$ cat src/rtl/sar_pkg.sv
// Shared definitions for the successive-approximation search controller:
// state encoding and the {gt,lt,eq} comparator code.
package sar_pkg;

    typedef logic [1:0] state_t;

    localparam state_t ST_IDLE   = 2'd0;
    localparam state_t ST_TRIAL  = 2'd1;
    localparam state_t ST_VERIFY = 2'd2;
    localparam state_t ST_DONE   = 2'd3;

    localparam logic [2:0] CMP_GT = 3'b100;
    localparam logic [2:0] CMP_LT = 3'b010;
    localparam logic [2:0] CMP_EQ = 3'b001;

    function automatic logic cmp_code_valid(input logic [2:0] code);
        return (code == CMP_GT) || (code == CMP_LT) || (code == CMP_EQ);
    endfunction

endpackage

$ cat src/rtl/sar_search.sv
// Successive-approximation search driving an external combinational comparator.
// Optional SAR_EARLY_EXIT_EN: finish as soon as any trial compares equal.
//
// state  | meaning
// IDLE   | waiting for start
// TRIAL  | trial presented, resolving bit idx this cycle
// VERIFY | one extra compare of the fully resolved value
// DONE   | done pulse; start here restarts immediately
module sar_search
    import sar_pkg::*;
#(
    parameter int WIDTH = 4
) (
    input  logic             clk,
    input  logic             rst,
    input  logic             start,
    input  logic             cmp_gt,
    input  logic             cmp_lt,
    input  logic             cmp_eq,
    output logic [WIDTH-1:0] trial,
    output logic             busy,
    output logic             done,
    output logic [WIDTH-1:0] result,
    output logic             found,
    output logic             err
);

    localparam int IDX_W = (WIDTH > 1) ? $clog2(WIDTH) : 1;
    localparam logic [WIDTH-1:0] TRIAL_MSB = {1'b1, {(WIDTH-1){1'b0}}};

    state_t           state;
    logic [IDX_W-1:0] idx;
    logic             eq_seen;
    logic [2:0]       code;
    logic             code_ok;
    logic             hit_lt;
    logic             hit_eq;
    logic             last;
    logic [WIDTH-1:0] trial_upd;
    logic [WIDTH-1:0] next_bit;

    assign code    = {cmp_gt, cmp_lt, cmp_eq};
    assign code_ok = cmp_code_valid(code);
    // an invalid code behaves like gt: the bit under test is kept
    assign hit_lt  = code_ok & cmp_lt;
    assign hit_eq  = code_ok & cmp_eq;
    assign last    = (idx == '0);
    assign next_bit = WIDTH'(1) << (idx - 1'b1);

    always_comb begin
        trial_upd = trial;
        if (hit_lt)
            trial_upd[idx] = 1'b0;
    end

    assign busy = (state == ST_TRIAL) || (state == ST_VERIFY);
    assign done = (state == ST_DONE);

    always_ff @(posedge clk) begin
        if (rst) begin
            state   <= ST_IDLE;
            trial   <= '0;
            idx     <= '0;
            eq_seen <= 1'b0;
            result  <= '0;
            found   <= 1'b0;
            err     <= 1'b0;
        end else begin
            case (state)
                ST_IDLE, ST_DONE: begin
                    if (start) begin
                        trial   <= TRIAL_MSB;
                        idx     <= IDX_W'(WIDTH - 1);
                        eq_seen <= 1'b0;
                        err     <= 1'b0;
                        found   <= 1'b0;
                        state   <= ST_TRIAL;
                    end else begin
                        state <= ST_IDLE;
                    end
                end
                ST_TRIAL: begin
                    if (!code_ok)
                        err <= 1'b1;
                    if (hit_eq)
                        eq_seen <= 1'b1;
`ifdef SAR_EARLY_EXIT_EN
                    if (hit_eq) begin
                        result <= trial;
                        found  <= 1'b1;
                        state  <= ST_DONE;
                    end else
`endif
                    if (!last) begin
                        trial <= trial_upd | next_bit;
                        idx   <= idx - 1'b1;
                    end else if (eq_seen || hit_eq) begin
                        trial  <= trial_upd;
                        result <= trial_upd;
                        found  <= 1'b1;
                        state  <= ST_DONE;
                    end else begin
                        trial <= trial_upd;
                        state <= ST_VERIFY;
                    end
                end
                ST_VERIFY: begin
                    result <= trial;
                    found  <= hit_eq;
                    if (!code_ok)
                        err <= 1'b1;
                    state <= ST_DONE;
                end
                default: state <= ST_IDLE;
            endcase
        end
    end

endmodule

$ cat config.mk
export PLATFORM = sky130hd
export DESIGN_NAME = sar_search
export DESIGN_NICKNAME = d
export VERILOG_FILES = /design/src/rtl/sar_pkg.sv /design/src/rtl/sar_search.sv
export SDC_FILE = /design/constraint.sdc
export NUM_CORES = 1
export LEC_CHECK = 0
export CAP_MARGIN = 20
export CORE_MARGIN = 5
export CORE_UTILIZATION = 55
export DETAILED_ROUTE_END_ITERATION = 12
export PLACE_DENSITY = 0.93
export SLEW_MARGIN = 20
export SYNTH_ARGS = -nofsm -noshare
export SYNTH_HDL_FRONTEND = slang
export SYNTH_SLANG_ARGS = --single-unit
$ cat constraint.sdc
create_clock -name clk -period 4.6 [get_ports clk]
set_input_delay 0.46 -clock clk [delete_from_list [all_inputs] [get_ports clk]]
set_output_delay 0.46 -clock clk [all_outputs]
set_load 0.01 [all_outputs]
* Word level (Yosys, flattened, before mapping)
Index checks and enable logic that the tools add are counted.
** Word-level totals
- Register bits :: 15
- Latch bits :: 0
- Memory bits (writable) :: 0
- Bits in read-only memories :: 0
- Output and inout port bits :: 12
- Memories :: 0
** Operators by class
- Add/subtract/negate cells :: 1
- Multipliers :: 0
- Div/mod/pow operators :: 0
- Order comparisons :: 2
- Equal/unequal tests :: 12
- Shifts and indexed selects :: 1
- Multiplexer cells :: 24
- Bitwise logic cells :: 5
- Reductions and logical operators :: 17
** Operator list (count)
- two-way mux 4 bit :: 5
- one-hot mux 4 bit (2 select lines) :: 2
- AND reduction 3 bit :: 4
- inequality test 2 bit, second input constant :: 5
- two-way mux 1 bit :: 8
- two-way mux 2 bit :: 3
- one-hot mux 2 bit (3 select lines) :: 1
- AND 4 bit :: 1
- equality test 2 bit, second input constant :: 2
- zero test 2 bit :: 2
- logical OR 1 bit :: 4
- NOT 4 bit :: 1
- bitwise OR 4 bit :: 1
- one-hot mux 1 bit (2 select lines) :: 2
- one-hot mux 2 bit (2 select lines) :: 1
- AND reduction 2 bit :: 2
- nonzero test 2 bit :: 2
- OR reduction 2 bit :: 2
- << shifter 1 x 2 -> 4 bit, first input constant :: 1
- equality test 3 x 1 -> 1 bit, second input constant :: 1
- equality test 3 x 2 -> 1 bit, second input constant :: 1
- equality test 3 bit, second input constant :: 1
- less-than comparator 2 x 3 -> 1 bit, second input constant :: 1
- one-hot mux 1 bit (3 select lines) :: 1
- other kinds (7) :: 8

* Longest topological paths before layout
- Depth in word-level cells :: 10
- Mapped depth :: 7
- Mapped depth without buffers :: 5

* Worst setup path before layout
OpenSTA, ideal clock, no wires.
- Path type :: register to register
- Start point :: reg idx[0]
- End point :: reg trial[1]
- Library setup time :: 133 ps
- Data arrival time :: 1500 ps
- Required time :: 4467 ps
- Path slack :: 2967 ps
- Stages on the path, launching flop included :: 7
- Buffers on the path :: 1
- Period minus slack after synthesis :: 1633 ps
- Cells stage by stage :: dfxtp_1 > inv_1 > ha_1 > clkbuf_2 > or2_1 > a2111oi_0 > nor4_1
** On the way
- Word-level cells in the longest chain between the ends :: 10
** RTL lines
- start, declared :: line sar_search.sv:32 : logic [IDX_W-1:0] idx;
- start signal, assigned :: line sar_search.sv:73 : idx <= IDX_W'(WIDTH - 1);
- start signal, assigned :: line sar_search.sv:96 : idx <= idx - 1'b1;
- less-than comparator 2 x 3 -> 1 bit (implied by the code) / greater-or-equal comparator 2 x 1 -> 1 bit (equally long branches) :: line sar_search.sv:53 : trial_upd[idx] = 1'b0;
- logical AND 1 bit (implied by the code) :: line sar_search.sv:53
- two-way mux 1 bit (implied by the code) :: line sar_search.sv:53
- demux 1 bit (select 2 bit) :: line sar_search.sv:53
- NOT 4 bit (no line)
- AND 4 bit (no line)
- two-way mux 4 bit :: line sar_search.sv:52 : if (hit_lt)
- bitwise OR 4 bit :: line sar_search.sv:95 : trial <= trial_upd | next_bit;
- two-way mux 4 bit * :: line sar_search.sv:94 : if (!last) begin
- one-hot mux 4 bit (2 select lines) * :: line sar_search.sv:69 : case (state)
- end signal, assigned :: line sar_search.sv:95
- end signal, assigned :: line sar_search.sv:98 : trial <= trial_upd;
- end signal, assigned :: line sar_search.sv:103 : trial <= trial_upd;
- end, declared :: line sar_search.sv:20 : output logic [WIDTH-1:0] trial,
Mark *: on every way between the ends. The rest lies on a longest branch, timed or not.
A chain may end at the register's enable or synchronous reset.

* Final worst setup path
- Start point :: reg state[0]
- End point :: out busy
** On the way
- Word-level cells in the longest chain between the ends :: 2
** RTL lines
- start, declared :: line sar_search.sv:31 : state_t state;
- start signal, assigned :: line sar_search.sv:61 : state <= ST_IDLE;
- start signal, assigned :: line sar_search.sv:77 : state <= ST_TRIAL;
- start signal, assigned :: line sar_search.sv:79 : state <= ST_IDLE;
- equality test 2 x 1 -> 1 bit / equality test 2 bit (equally long branches) :: line sar_search.sv:56 : assign busy = (state == ST_TRIAL) || (state == ST_VERIFY);
- logical OR 1 bit * :: line sar_search.sv:56
- end, declared :: line sar_search.sv:21 : output logic busy,
Marks and branches as above.

==> impl_summary.md <==
Status
The flow ran to the end, and the final reports show no timing, DRC or antenna violations.

Synthesis
The commonest cells after synthesis are dfxtp_1 (15), inv_1 (10), nand2b_1 (8). After synthesis, the share of flip-flops with an asynchronous set or reset is 0%. After synthesis the cells add up to 1020 um^2. Synthesis inferred 15 register bits.

The netlist uses 41 different library cells. The sequential cell area fraction in the yosys report is 29.5%. The predominant post-synthesis flop cell is dfxtp_1. The number of nets in the synthesized netlist is 127. In the post-synthesis netlist, the biggest area contributors are dfxtp_1 (29%), ha_1 (8.6%), nand2b_1 (4.9%). The cell with the most instances after synthesis is dfxtp_1. Yosys mapped a number of flops with a built-in enable equal to 0. The cell count after synthesis is 114. In this run the biggest area consumer among cell types represents 29.5% of the synthesized area.

The cell accounting for the most synthesized area is dfxtp_1. The post-synthesis average cell area is 8.93 um^2. The warning count from the yosys run is 0.

Hold path
The class of the tightest hold or removal check is flip-flop to flip-flop. The path with the worst hold slack has its endpoint at err. Along the worst hold path, the cell count comes to 2. The start point of the worst min-delay path is err.

Power
In this run, flip-flops and latches consume 29.2% of the power. The part of the total power dissipated in combinational logic is 58.8%. Net switching is 44.1% of the power. The proportion of power drawn by the clock network is 12.0%. The peak supply drop is between 0.2 and 0.3 mV. The reported leakage power is 0.449 nW.

Summed over all nets, the switching power comes to between 200 and 300 uW. The total power divided by cell area is 541 nW/um^2. The cell-internal power is around 360 uW.

Timing
The final critical-path required period is 2.29 ns. In the finished design, the share of the clock period the worst path needs comes to 49.7%. Setup repair after global routing left no endpoint under its margin. The setup slack after layout is 2.31 ns. The count of final hold-check violations is 0. The setup-violating endpoint count in the final report is 0. The actual transition at the worst max-transition pin is between 0.5 and 0.6 ns. In the final timing run, aggregate negative setup slack is 0 ns. The worst clock skew is about 0.0085 ns. The max-slew violation count is 0. The normalized max-slew margin is 62.2%. The achievable frequency is ~0.44 GHz.

Routing
The pre-antenna-repair detailed-routing pass consisted of 4 iterations. The starting DRC count in detailed routing is 43. After detailed routing, the average wire length per cell comes to around 15 um. Summing over every cut layer, the via total after detailed routing is 876. The detail route stage leaves a number of antenna-violating nets equal to 0.

In the routed design, unresolved DRC markers number 0. In the routed layout, each cell is associated on average with a via count of 5.73. For this block, the routed nets add up to 2230 um of wire.

Final layout
The final net count is 142. The area growth from synthesis to layout is 17.3%. The post-route netlist has 8.59% of its cells at a drive strength greater than 1. The finished layout holds 153 standard cells, fillers aside.

The multi-input combinational cells in the finished layout cover a total of 628 um^2. The post-route standard cell area excluding fillers is 1190 um^2. The count of fill cells added during filler insertion is around 160. In the final layout, flip-flops and latches occupy 300 um^2. The final standard cell utilization of the core is around two thirds. The antenna diode count is 0.

Die
The floorplan step set the die width to 53.0 um. After floorplanning, the core was sized to cover roughly 1700 um^2. The die is 53.0 um tall.

The initial cell density of the core is between 50% and 60%. The number of cell rows is 15. The floorplan die area is between 2000 and 3000 um^2.

The I/O pin count is 18.

Placed design
Once placement completed, the tool counted placed cells totaling 149. In this run the cell area measured after placement is 1170 um^2. Prior to clock tree synthesis, the placed netlist has a worst setup slack of 2.59 ns. The detailed placement HPWL is 1710 um. The count of buffers added on input and output ports is 17. At the end of routability-driven placement, the weighted congestion stood at 0.888.

Setup path
The slowest stage of the critical path belongs to the cell clkdlybuf4s50_1. In this design, the stage delay of the slowest critical-path cell is about 0.53 ns. STA classifies the critical path endpoint as an output port.

The signal on the critical path passes through inv_1 -> ha_1 -> inv_1 -> clkdlybuf4s50_1. The critical path is of the flip-flop to output port type. The endpoint of the lowest-slack register-to-register path is trial[1]. The number of cells on the worst reg-to-reg path is 5. The largest driver fanout on the critical path is 10. The setup check on the worst reg-to-reg path leaves a slack of 2.76 ns. The worst setup path is launched from a flip-flop. Among the stages of the critical path, the cell type that occurs most often is inv_1. The origin of the critical flop-to-flop path is idx[0]. The required time of the worst setup path is 4.14 ns. The data arrival at the endpoint of the critical path is 1.83 ns.

Clock network
The tree built by TritonCTS fans out to 15 sinks. In this run, CTS created clock tree buffers numbering 3. The number of buffers inserted by hold repair at cts is 0.

In this run, post-CTS repair resized a total of 0 instances. The clock slew at the register clock pins of the worst setup and hold paths is 0.10 ns. The number of levels the H-tree was split into is 1. The clock passes through at most 2 buffers. For the worst-skew pair, the clock arrives at the later sink with an insertion delay of slightly below 0.3 ns. Buffers added to address setup during post-CTS repair amount to 0. The root buffer selected by CTS is clkbuf_4. TritonCTS built the clock tree.

GRT
The wire length of the first global-routing pass is ~3800 um. Global routing used 18.0% of the available tracks across all layers. The number of antenna violations at the first check in global routing came to 0.

The pin count of the biggest net entering global routing is 19. For this run the aggregate overflow at the end of global routing stands at 0. The number of global-route vias before repair was 810.

Job
Max-cap violations in this run came to 0.
## layout make-up
cell class | instances | share of cell area (%)
clock inverters | 1 | 0.419
inverters | 10 | 3.14
repair buffers | 17 | 14.2
well taps | 25 | 2.62
multi-input cells | 82 | 52.6
clock buffers | 3 | 1.88
flip-flops and latches | 15 | 25.1
## cells in the final DEF, fill, tap and decap left out, types with 3 or more instances in the layout
cell / netlist / final
dfxtp_1: 15 / 15
nand2_1: 7 / 7
nor2_1: 7 / 7
nor2b_1: 3 / 3
mux2i_1: 4 / 4
inv_1: 10 / 10
o21ai_0: 3 / 3
clkbuf_4: 0 / 3
a31oi_1: 4 / 4
clkdlybuf4s50_1: 0 / 17
a21oi_1: 7 / 7
o211ai_1: 3 / 3
ha_1: 7 / 7
nand2b_1: 8 / 8
## registers in the layout, summed over array words and instances (netlist names)
signal   flops
result       4
found        1
state        2
trial        4
idx          2
err          1
eq_seen      1
## cell families after synthesis
group	after synthesis	synth area share, %
adders and majority gates	7	8.60
muxes	5	5.04
buffers and inverters	17	8.84
DFF	15	29.5
xor gates and xnor gates	1	0.860
and+or+nand+nor	36	22.2
AOI/OAI and AO/OA	33	24.9
## worst max-delay path, delay by kind of cell, from the launching register on
family	cells	cell delay, ns
DFF	1	0.40
adders and majority gates	1	0.42
buffers and inverters	3	0.72
## per-layer routing
metal	vias to the layer above	wire, um	GRT usage (%)
li1	438	-	-
met4	0	32	7.66
met5	-	0	0
met2	25	1050	28.9
met1	408	1040	23.4
met3	5	107	3.38
## stage by stage
stage	total power, mW	hold slack (ns)
floorplan	0.496	0.480
CTS	0.646	0.469
finish	0.647	0.468
global route	0.697	0.502
detailed placement	0.570	0.456
global placement	0.558	0.443
## power groups by stage
| stage | Combinational [mW] | Clock (mW) | Sequential (mW) |
|---|---|---|---|
| 2_1_floorplan | 0.306 | 0 | 0.190 |
| 5_1_grt | 0.418 | 0.0852 | 0.194 |
| 6_report | 0.380 | 0.0777 | 0.189 |
| 3_5_place_dp | 0.378 | 0 | 0.192 |
| 3_3_place_gp | 0.370 | 0 | 0.187 |
| 4_1_cts | 0.380 | 0.0783 | 0.188 |
## how the worst max path moves through the flow
stage                     startpoint         to  slack (ns)  cells after the start
final                       state[0]       busy        2.31                      4
after global routing        state[0]       busy        2.20                      4
after CTS                   state[0]       busy        2.31                      4
after detailed placement      cmp_lt  result[2]        2.59                      4
after global placement           rst   trial[1]        2.63                      4
after floorplan               idx[0]   trial[1]        2.97                      6
Note: power is estimated with default switching activity, not from simulation.
